$ cat src/rtl/muldiv_sequencer.sv
// -----------------------------------------------------------------------------
// muldiv_sequencer
//
// Multi-cycle sequencer for the RV32M divide/remainder group (DIV, DIVU, REM,
// REMU). It sits in EX beside the single-cycle ALU and runs a radix-2
// restoring division, one quotient bit per clock. The multiply group
// (funct3[2]=0) stays in the ALU and is ignored here.
//
// Handshake: an op is accepted when i_start & i_funct3[2] & ~i_flush and the
// FSM is IDLE. o_stall is high in the accept cycle and in every CALC cycle,
// so the pipeline keeps re-presenting the same op (START is ignored while
// busy). o_done is a one-cycle pulse with o_stall low, which is the cycle in
// which EX captures o_result and advances. o_result holds until the next
// o_done or reset.
//
// Ports:
//   i_clk        clock, rising edge
//   i_rst        asynchronous active-high reset
//   i_start      EX holds an M-extension op this cycle
//   i_funct3     100 DIV, 101 DIVU, 110 REM, 111 REMU; bit 2 clear -> ignored
//   i_operand1   dividend (rs1)
//   i_operand2   divisor (rs2)
//   i_flush      branch/jump flush of EX; aborts the running operation
//   o_stall      hold PC, IF/ID and ID/EX this cycle
//   o_done       one-cycle pulse, o_result valid
//   o_result     quotient (DIV/DIVU) or remainder (REM/REMU)
//   o_state      FSM state for debug/checkers (0 IDLE, 1 CALC, 2 DONE)
// -----------------------------------------------------------------------------
module muldiv_sequencer #(
    parameter int XLEN = 32
) (
    input  logic            i_clk,
    input  logic            i_rst,
    input  logic            i_start,
    input  logic [2:0]      i_funct3,
    input  logic [XLEN-1:0] i_operand1,
    input  logic [XLEN-1:0] i_operand2,
    input  logic            i_flush,
    output logic            o_stall,
    output logic            o_done,
    output logic [XLEN-1:0] o_result,
    output logic [1:0]      o_state
);

    localparam int CW = $clog2(XLEN);
    localparam logic [XLEN-1:0] L_ONE  = XLEN'(1);
    localparam logic [XLEN-1:0] L_MIN  = {1'b1, {(XLEN-1){1'b0}}};
    localparam logic [XLEN-1:0] L_ONES = {XLEN{1'b1}};
    localparam logic [CW-1:0]   L_LAST = CW'(XLEN-1);

    typedef enum logic [1:0] {
        S_IDLE = 2'd0,
        S_CALC = 2'd1,
        S_DONE = 2'd2
    } state_t;

    state_t          r_state;
    state_t          w_next_state;
    logic [CW-1:0]   r_count;
    logic [XLEN-1:0] r_rem;
    logic [XLEN-1:0] r_quo;
    logic [XLEN-1:0] r_div;
    logic            r_neg_q;
    logic            r_neg_r;
    logic            r_is_rem;
    logic [XLEN-1:0] r_result;

    // ------------------------------------------------------------------
    // Accept-time decode
    // ------------------------------------------------------------------
    logic            w_accept;
    logic            w_signed;
    logic            w_is_rem;
    logic            w_neg1;
    logic            w_neg2;
    logic [XLEN-1:0] w_abs1;
    logic [XLEN-1:0] w_abs2;
    logic            w_div_zero;
    logic            w_ovf;
    logic            w_special;
    logic [XLEN-1:0] w_special_result;

    assign w_accept = i_start & i_funct3[2] & ~i_flush & (r_state == S_IDLE);
    assign w_signed = ~i_funct3[0];
    assign w_is_rem = i_funct3[1];

    assign w_neg1 = w_signed & i_operand1[XLEN-1];
    assign w_neg2 = w_signed & i_operand2[XLEN-1];
    assign w_abs1 = w_neg1 ? (~i_operand1 + L_ONE) : i_operand1;
    assign w_abs2 = w_neg2 ? (~i_operand2 + L_ONE) : i_operand2;

    // Divide-by-zero and signed overflow are answered at accept without
    // iterating; the results are the RISC-V architected values.
    assign w_div_zero = (i_operand2 == '0);
    assign w_ovf      = w_signed & (i_operand1 == L_MIN) & (i_operand2 == L_ONES);
    assign w_special  = w_div_zero | w_ovf;

    always_comb begin
        w_special_result = '0;
        if (w_div_zero) begin
            w_special_result = w_is_rem ? i_operand1 : L_ONES;
        end else if (w_ovf) begin
            w_special_result = w_is_rem ? '0 : L_MIN;
        end
    end

    // ------------------------------------------------------------------
    // One restoring-division step
    // ------------------------------------------------------------------
    // The shifted partial remainder needs XLEN+1 bits: before the compare it
    // can reach 2*divisor-1. After a successful subtract it is below the
    // divisor again, so the XLEN-bit difference is exact.
    logic [XLEN:0]   w_rem_sh;
    logic            w_ge;
    logic [XLEN-1:0] w_sub;
    logic [XLEN-1:0] w_rem_nx;
    logic [XLEN-1:0] w_quo_nx;
    logic            w_last;
    logic [XLEN-1:0] w_final_result;

    assign w_rem_sh = {r_rem, r_quo[XLEN-1]};
    assign w_ge     = (w_rem_sh >= {1'b0, r_div});
    assign w_sub    = w_rem_sh[XLEN-1:0] - r_div;
    assign w_rem_nx = w_ge ? w_sub : w_rem_sh[XLEN-1:0];
    assign w_quo_nx = {r_quo[XLEN-2:0], w_ge};
    assign w_last   = (r_count == L_LAST);

    always_comb begin
        w_final_result = '0;
        if (r_is_rem) begin
            w_final_result = r_neg_r ? (~w_rem_nx + L_ONE) : w_rem_nx;
        end else begin
            w_final_result = r_neg_q ? (~w_quo_nx + L_ONE) : w_quo_nx;
        end
    end

    // ------------------------------------------------------------------
    // FSM: state register
    // ------------------------------------------------------------------
    always_ff @(posedge i_clk or posedge i_rst) begin
        if (i_rst) begin
            r_state <= S_IDLE;
        end else begin
            r_state <= w_next_state;
        end
    end

    // ------------------------------------------------------------------
    // FSM: next state
    // ------------------------------------------------------------------
    always_comb begin
        w_next_state = r_state;
        case (r_state)
            S_IDLE: begin
                if (w_accept) begin
                    w_next_state = w_special ? S_DONE : S_CALC;
                end
            end
            S_CALC: begin
                // A flush abandons the op silently; no DONE pulse.
                if (i_flush) begin
                    w_next_state = S_IDLE;
                end else if (w_last) begin
                    w_next_state = S_DONE;
                end
            end
            S_DONE:  w_next_state = S_IDLE;
            default: w_next_state = S_IDLE;
        endcase
    end

    // ------------------------------------------------------------------
    // FSM: outputs
    // ------------------------------------------------------------------
    always_comb begin
        o_stall  = w_accept | (r_state == S_CALC);
        o_done   = (r_state == S_DONE);
        o_result = r_result;
        o_state  = r_state;
    end

    // ------------------------------------------------------------------
    // Datapath registers
    // ------------------------------------------------------------------
    always_ff @(posedge i_clk or posedge i_rst) begin
        if (i_rst) begin
            r_count  <= '0;
            r_rem    <= '0;
            r_quo    <= '0;
            r_div    <= '0;
            r_neg_q  <= 1'b0;
            r_neg_r  <= 1'b0;
            r_is_rem <= 1'b0;
            r_result <= '0;
        end else if (w_accept) begin
            r_count  <= '0;
            r_rem    <= '0;
            r_quo    <= w_abs1;
            r_div    <= w_abs2;
            r_neg_q  <= w_neg1 ^ w_neg2;
            r_neg_r  <= w_neg1;
            r_is_rem <= w_is_rem;
            if (w_special) begin
                r_result <= w_special_result;
            end
        end else if ((r_state == S_CALC) && !i_flush) begin
            r_rem   <= w_rem_nx;
            r_quo   <= w_quo_nx;
            r_count <= r_count + CW'(1);
            if (w_last) begin
                r_result <= w_final_result;
            end
        end
    end

endmodule
$ cat config.mk
export PLATFORM = sky130hd
export DESIGN_NAME = muldiv_sequencer
export DESIGN_NICKNAME = d
export VERILOG_FILES = /design/src/rtl/muldiv_sequencer.sv
export SDC_FILE = /design/constraint.sdc
export NUM_CORES = 1
export LEC_CHECK = 0
export CAP_MARGIN = 40
export CORE_UTILIZATION = 45
export DETAILED_ROUTE_END_ITERATION = 6
export MAX_ROUTING_LAYER = met4
export PLACE_DENSITY = 0.7
export SYNTH_ARGS = -nofsm -noshare
export SYNTH_HDL_FRONTEND = slang
export SYNTH_SLANG_ARGS = --single-unit
export TNS_END_PERCENT = 5
$ cat constraint.sdc
create_clock -name i_clk -period 6.57 [get_ports i_clk]
set_input_delay 0.657 -clock i_clk [delete_from_list [all_inputs] [get_ports i_clk]]
set_output_delay 0.657 -clock i_clk [all_outputs]
set_load 0.1 [all_outputs]
== Word-level counts from Yosys, hierarchy flattened ==
Index checks and enable logic that the tools add are counted.
Widths: inputs -> output; s select.

* Bits of input ports: 71
* Logic and storage cells: 73
* Bits in registers: 138
* Output and inout bits: 36

* Reduce and logical (&&, ||, !) cells: 8
* Equality and inequality tests: 8
* Multiplexer cells: 25
* $lt $le $gt $ge: 1
* $add $sub $neg: 6
* Bitwise operators: 16

{| class="wikitable"
|+ Operator list
! cell !! count
|-
| $mux 32 || 18
|-
| $add 32x1->32 const B || 4
|-
| $not 32->32 || 4
|-
| $eq 32x32->1 const B || 2
|-
| $ge 33x32->1 || 1
|-
| $logic_not 32->1 || 1
|-
| $sub 32x32->32 || 1
|-
| $mux 5 || 2
|-
| $mux 2 || 4
|-
| $and 1x1->1 || 7
|-
| $add 5x1->5 const B || 1
|-
| $eq 5x5->1 const B || 1
|-
| $pmux 2 s2 || 1
|-
| $reduce_bool 2->1 || 2
|-
| $ne 3x3->1 const B || 1
|-
| $reduce_and 3->1 || 1
|-
| $eq 2x1->1 const B || 1
|-
| $eq 2x2->1 const B || 1
|-
| $logic_not 2->1 || 1
|-
| $ne 2x1->1 const B || 1
|-
| $ne 2x2->1 const B || 1
|-
| $not 1->1 || 2
|-
| $or 1x1->1 || 2
|-
| $reduce_and 2->1 || 1
|-
| 3 further kinds || 3
|}

== Depth between registers and ports, before layout ==
* Depth in word-level cells: 9
* Gate-level depth with buffers: 24
* Depth with buffers taken out: 20

== Worst setup path after synthesis ==
OpenSTA, ideal clock, no wires.

* Path kind: register to register
* Start point: register r_rem[8]
* End point: register r_result[30] (netlist: o_result[30])
* Period minus slack after synthesis: 4.629 ns
* Stages on the path, launching flop included: 23
* Path slack: 1.941 ns
* Required time: 6.436 ns
* Data arrival time: 4.496 ns
* Buffers on the path: 4
* Setup time: 0.134 ns
* Cell sequence: dfrtp_1 > ha_1 > buf_4 > and4_4 > and2_4 > a221o_2 > o2111ai_4 > nand2_4 > buf_6 > buf_2 > buf_1 > o21ai_0 > ha_1 > nand2_1 > nor2_1 > nand2_1 > nor3_1 > a41oi_1 > a21o_1 > or3b_1 > o31ai_2 > xnor2_1 > o211ai_2

* Cells in the longest elaborated chain, start to end: 9
* Elaborated cells between the ends (all ways): 13
* Those cells by class: add/sub: 3; order compare: 1; mux: 7; bitwise: 2

{| class="wikitable"
|+ Ends and longest elaborated chain
! element !! line !! source
|-
| from (decl) || 60 || <nowiki>logic [XLEN-1:0] r_rem;</nowiki>
|-
| from (signal assigned) || 207 || <nowiki>r_rem <= w_rem_nx;</nowiki>
|-
| $sub 32x32->32 or $ge 33x32->1 (tied branches) || 123, 122 ||
|-
| $mux 32 || 124 || <nowiki>assign w_rem_nx = w_ge ? w_sub : w_rem_sh[XLEN-1:0];</nowiki>
|-
| $not 32->32 || 131 || <nowiki>w_final_result = r_neg_r ? (~w_rem_nx + L_ONE) : w_rem_nx;</nowiki>
|-
| $add 32x1->32 || 131 ||
|-
| $mux 32 || 131 ||
|-
| $mux 32 (*) || 130 || <nowiki>if (r_is_rem) begin</nowiki>
|-
| $mux 32 (*) || 210 || <nowiki>if (w_last) begin</nowiki>
|-
| $mux 32 (*) || 206 || <nowiki>end else if ((r_state == S_CALC) && !i_flush) begin</nowiki>
|-
| $mux 32 (*) || 195 || <nowiki>end else if (w_accept) begin</nowiki>
|-
| to (signal assigned) || 204 || <nowiki>r_result <= w_special_result;</nowiki>
|-
| to (signal assigned) || 211 || <nowiki>r_result <= w_final_result;</nowiki>
|-
| to (decl) || 66 || <nowiki>logic [XLEN-1:0] r_result;</nowiki>
|}

Mark *: on every way between the ends. The rest lies on a longest branch, timed or not. The select of a mux whose other input is x is not followed.
A chain may end at the register's enable or synchronous reset.

== Final worst setup path ==
* Start point: register r_rem[12]
* End point: register r_result[28] (netlist: o_result[28])

The elaborated chain is that of the path after synthesis.

==> summary.md <==
The tools report the fraction of power consumed by combinational cells as 0.628. After detailed routing, the average wire length per cell comes to 20.0 µm. Along the worst hold path, the cell count comes to 2.

IR analysis of the VDD net gives a maximum drop of 0.214 mV. The net count after synthesis came out at 1,610. The clock net in this run drives a total of 138 sinks. At the worst endpoint, the required time is 6860 ps. The post-synth design cell area was 11,700 µm²; the cell total after placement was 1,909. Top-area cell type share of the netlist area: 0.296.

The total area of sequential cells came out at 3450 µm². The area growth from synthesis to layout is 21.5%. The tools report the maximum number of pins on one net before global-route repair as 82. For this block, the via count after detailed routing is 12,000. Measured in cells, the most critical reg-to-reg path has a length of 15.

The port buffer count works out to 106. Summed over all nets, the half-perimeter wirelength after detailed placement is 29,500 µm. The worst-skew pair later-pin latency was 430 ps.

Setup repair after global routing left no endpoint under its margin. The die covers 26,600 µm². The number of synthesis warnings came out at 0.

Counting flops and latches in the post-synthesis netlist gives 138. Library cell occupying the most area in the post-synthesis netlist: sky130_fd_sc_hd__dfrtp_1. The tools report the number of violations reported at the end of detailed-routing iteration 0 as 1,196.

Dividing the synthesized area by the synthesized cell count gives 7.78 µm². The portion of total power attributed to the clock network is 0.163, and the worst-case register-to-register setup slack is 1640 ps. The commonest non-fill, non-tap cell in the layout is sky130_fd_sc_hd__nand2_1. The run gives 25,300 µm² as the core area. Gates resized during post-CTS repair numbered 0.

The post-place setup slack was 1780 ps. The final period utilization is 0.750. The proportion of total power due to net switching is 0.515, and the portion of the post-synthesis area used by sequential elements is 0.296.

Ranked by total cell area, the synthesized netlist is headed by sky130_fd_sc_hd__dfrtp_1 (30%), sky130_fd_sc_hd__nand2_1 (6.9%), sky130_fd_sc_hd__o21ai_0 (6.7%). The global routing usage summed across all routing layers came out at 0.307. By startpoint and endpoint, the worst setup path is classified as reg -> reg. Cell internal power was estimated by the tool at 0.00301 W.

The layout has 2,294 filler cells. For the number of antenna violations at the first check in global routing, the log shows 0. The min-delay analysis places its worst path in the category reg -> reg. The global route total overflow was 0.

In the layout the commonest cells are sky130_fd_sc_hd__nand2_1 (212), sky130_fd_sc_hd__o21ai_0 (157), sky130_fd_sc_hd__dfrtp_1 (138). In the routed layout, each cell is associated on average with a via count of 6.16. The most used flip-flop cell after synthesis is sky130_fd_sc_hd__dfrtp_1.

For the final database, setup skew stands at 13.2 ps. The run finished with clean final reports. Total number of placement rows: 58. No sink is reached through more buffers than the 2 on the longest clock path. Of all nets on the critical path, the largest fanout is 28. After clock tree synthesis, the flow added hold-fix buffers numbering 0.

The fraction of final layout cells sized beyond drive strength 1 is 0.0857, and the relative max-transition margin is 0.343. The repair_antennas step left the layout with diodes totalling 0. The clock input transition at the sequential cells of the worst setup and hold paths is 70 ps, and the arrival time of the worst setup path is 5220 ps. The proportion of register bits with asynchronous set or reset after synthesis was 1.00. In this run the power density over the cells is 438 nW/µm².

The via count of the first global-routing pass was 11,100. The register share of total power is 0.209, and the number of levels in the clock H-tree is 4. The width of the die came out at 163 µm.

The path with the worst hold slack has its endpoint at r_div[25]. Static timing analysis puts the maximum clock frequency at 0.203 GHz. The run gives 7640 µm² as the area of combinational cells with multiple inputs. The worst hold path begins at r_div[25]. Launch point of the worst reg-to-reg path: r_rem[12]. The total count of hold-check failures in the final report came out at 0. TritonCTS built the clock tree. The nature of the critical path startpoint was a register. The worst-margin pin slew came out at 986 ps.

The worst register-to-register path ends at o_result[28]. The max-slew violation total from the final report was 0; the switching power was 0.00320 W. The number of standard cells after synthesis was 1,499; the total wirelength of the detailed-routed design was 38,800 µm. The first global-routing pass estimated 61,600 µm of wire. Routability-driven placement finished with a final weighted congestion of 0.937. The worst setup slack after layout was 1640 ps. The total of endpoints with negative setup slack in the final report is 0. Root cell of the clock tree: sky130_fd_sc_hd__clkbuf_16.

The endpoint kind of the worst setup timing path is a register. The count of flip-flops with a built-in enable after synthesis was 0. Summed over all cells, the static leakage comes to 5.74 nW.

After clock tree synthesis, the setup repair step added 0 buffers. The run gives 98 as the number of distinct library cells after synthesis. TritonCTS created 17 clock buffers. The first-pass iteration count of the detailed router is 6, and the max-cap check violation count is 0. The tools report the starting density of the core as 0.461. The number of remaining DRC errors was 0; the die boundary height was 163 µm. Counting I/O delays and the setup requirement, the final critical path takes 4930 ps. 107 I/O pins were placed. Adding up every negative setup slack in the final design gives 0 ps. The run gives 1,941 as the final non-filler cell total.

The tools report the number of routed nets with antenna violations as 0. At the end of the flow, the number of nets in the layout was 1,709.
## routing by layer
metal,vias up,share of wire,track usage
li1,5643,-,-
met1,5697,0.44,0.419
met2,541,0.46,0.472
met3,75,0.074,0.0467
met4,0,0.022,0.0875
met5,-,0,-
## logic make-up (layout without fill, tap and decap cells)
logic type / Yosys count / in the layout / share of synthesized area
DFF: 138 / 138 / 0.296
and+or+nand+nor: 562 / 562 / 0.233
buffers and inverters: 140 / 252 / 0.0498
AOI/OAI and AO/OA: 458 / 458 / 0.254
muxes: 24 / 24 / 0.0208
adders and majority gates: 40 / 40 / 0.0435
xor gates and xnor gates: 137 / 137 / 0.103
## layout make-up
class | count | share of cell area
clock inverter | 15 | 0.0127
inverter | 57 | 0.0155
clock buffer | 17 | 0.0300
tap | 330 | 0.0291
multi-input combinational | 1221 | 0.539
sequential | 138 | 0.244
timing repair buffer | 163 | 0.130
## worst max-delay path by stage
stage,startpoint,endpoint,cells past startpoint
after floorplan,r_rem[8],o_result[30],22
after global placement,i_operand1[2],o_result[25],13
after detailed placement,i_operand1[2],o_result[25],13
after CTS,r_rem[9],o_result[28],15
after global routing,r_rem[9],o_result[28],15
final,r_rem[12],o_result[28],15
## power groups by stage
stage	Sequential (W)	Clock [W]	Combinational, W
3_5_place_dp	0.00130	0	0.00380
5_1_grt	0.00132	0.00106	0.00423
4_1_cts	0.00129	0.00102	0.00383
2_1_floorplan	0.00121	0	0.00288
6_report	0.00130	0.00101	0.00391
3_3_place_gp	0.00130	0	0.00377
## sequential cells by signal, summed over array words and instances, names as in the netlist
register / count
r_quo: 32
r_count: 5
r_is_rem: 1
o_state: 2
r_rem: 32
r_div: 32
r_neg_r: 1
o_result: 32
r_neg_q: 1
## metrics by stage
stage | power (W) | hold slack (ps) | util | instance area [µm²]
after CTS | 0.00614 | 487 | 0.560 | 14200
after global routing | 0.00661 | 517 | 0.560 | 14200
final | 0.00622 | 484 | 0.560 | 14200
after detailed placement | 0.00510 | 472 | 0.536 | 13600
after floorplan | 0.00409 | 450 | - | 11700
after global placement | 0.00507 | 463 | 0.510 | 12900
## cells in the mapped netlist, types with 4 or more instances
library cell and count:
sky130_fd_sc_hd__buf_4 5, sky130_fd_sc_hd__buf_2 9, sky130_fd_sc_hd__nor2_1 118, sky130_fd_sc_hd__buf_1 9, sky130_fd_sc_hd__clkbuf_1 56, sky130_fd_sc_hd__o211ai_1 25, sky130_fd_sc_hd__a21oi_2 5, sky130_fd_sc_hd__and2_1 8
sky130_fd_sc_hd__a21boi_0 6, sky130_fd_sc_hd__a222oi_1 6, sky130_fd_sc_hd__a211oi_1 11, sky130_fd_sc_hd__a21oi_1 72, sky130_fd_sc_hd__nor3b_1 6, sky130_fd_sc_hd__a22oi_1 5, sky130_fd_sc_hd__nand3_1 53, sky130_fd_sc_hd__xnor2_1 86
sky130_fd_sc_hd__a211o_1 4, sky130_fd_sc_hd__nand4_1 26, sky130_fd_sc_hd__o2111ai_1 4, sky130_fd_sc_hd__nand3b_1 6, sky130_fd_sc_hd__o21a_1 6, sky130_fd_sc_hd__and4_1 4, sky130_fd_sc_hd__o21ai_1 10, sky130_fd_sc_hd__or4_1 8
sky130_fd_sc_hd__inv_1 55, sky130_fd_sc_hd__nor2b_1 7, sky130_fd_sc_hd__dfrtp_1 138, sky130_fd_sc_hd__o22ai_1 5, sky130_fd_sc_hd__ha_1 39, sky130_fd_sc_hd__nor3_1 32, sky130_fd_sc_hd__xor2_1 51, sky130_fd_sc_hd__mux2i_1 22
sky130_fd_sc_hd__nand2b_1 23, sky130_fd_sc_hd__or3_1 12, sky130_fd_sc_hd__o41ai_1 14, sky130_fd_sc_hd__o31ai_1 27, sky130_fd_sc_hd__a21o_1 10, sky130_fd_sc_hd__nand2_1 213, sky130_fd_sc_hd__a31oi_1 46, sky130_fd_sc_hd__o21ai_0 157
sky130_fd_sc_hd__nor4_1 14
## critical path, stage by stage, from the launching register on
cell	delay [ps]
sky130_fd_sc_hd__dfrtp_1	430
sky130_fd_sc_hd__ha_1	480
sky130_fd_sc_hd__and4_1	260
sky130_fd_sc_hd__and2_4	150
sky130_fd_sc_hd__a221o_2	400
sky130_fd_sc_hd__o2111ai_4	330
sky130_fd_sc_hd__nand2_4	220
sky130_fd_sc_hd__inv_2	440
sky130_fd_sc_hd__buf_4	320
sky130_fd_sc_hd__ha_1	370
sky130_fd_sc_hd__nand4_1	270
sky130_fd_sc_hd__o21ai_0	380
sky130_fd_sc_hd__nand2_1	110
sky130_fd_sc_hd__xor2_1	160
sky130_fd_sc_hd__a222oi_1	340
sky130_fd_sc_hd__o21ai_1	110
No activity file was read; power rests on OpenSTA's default activity.
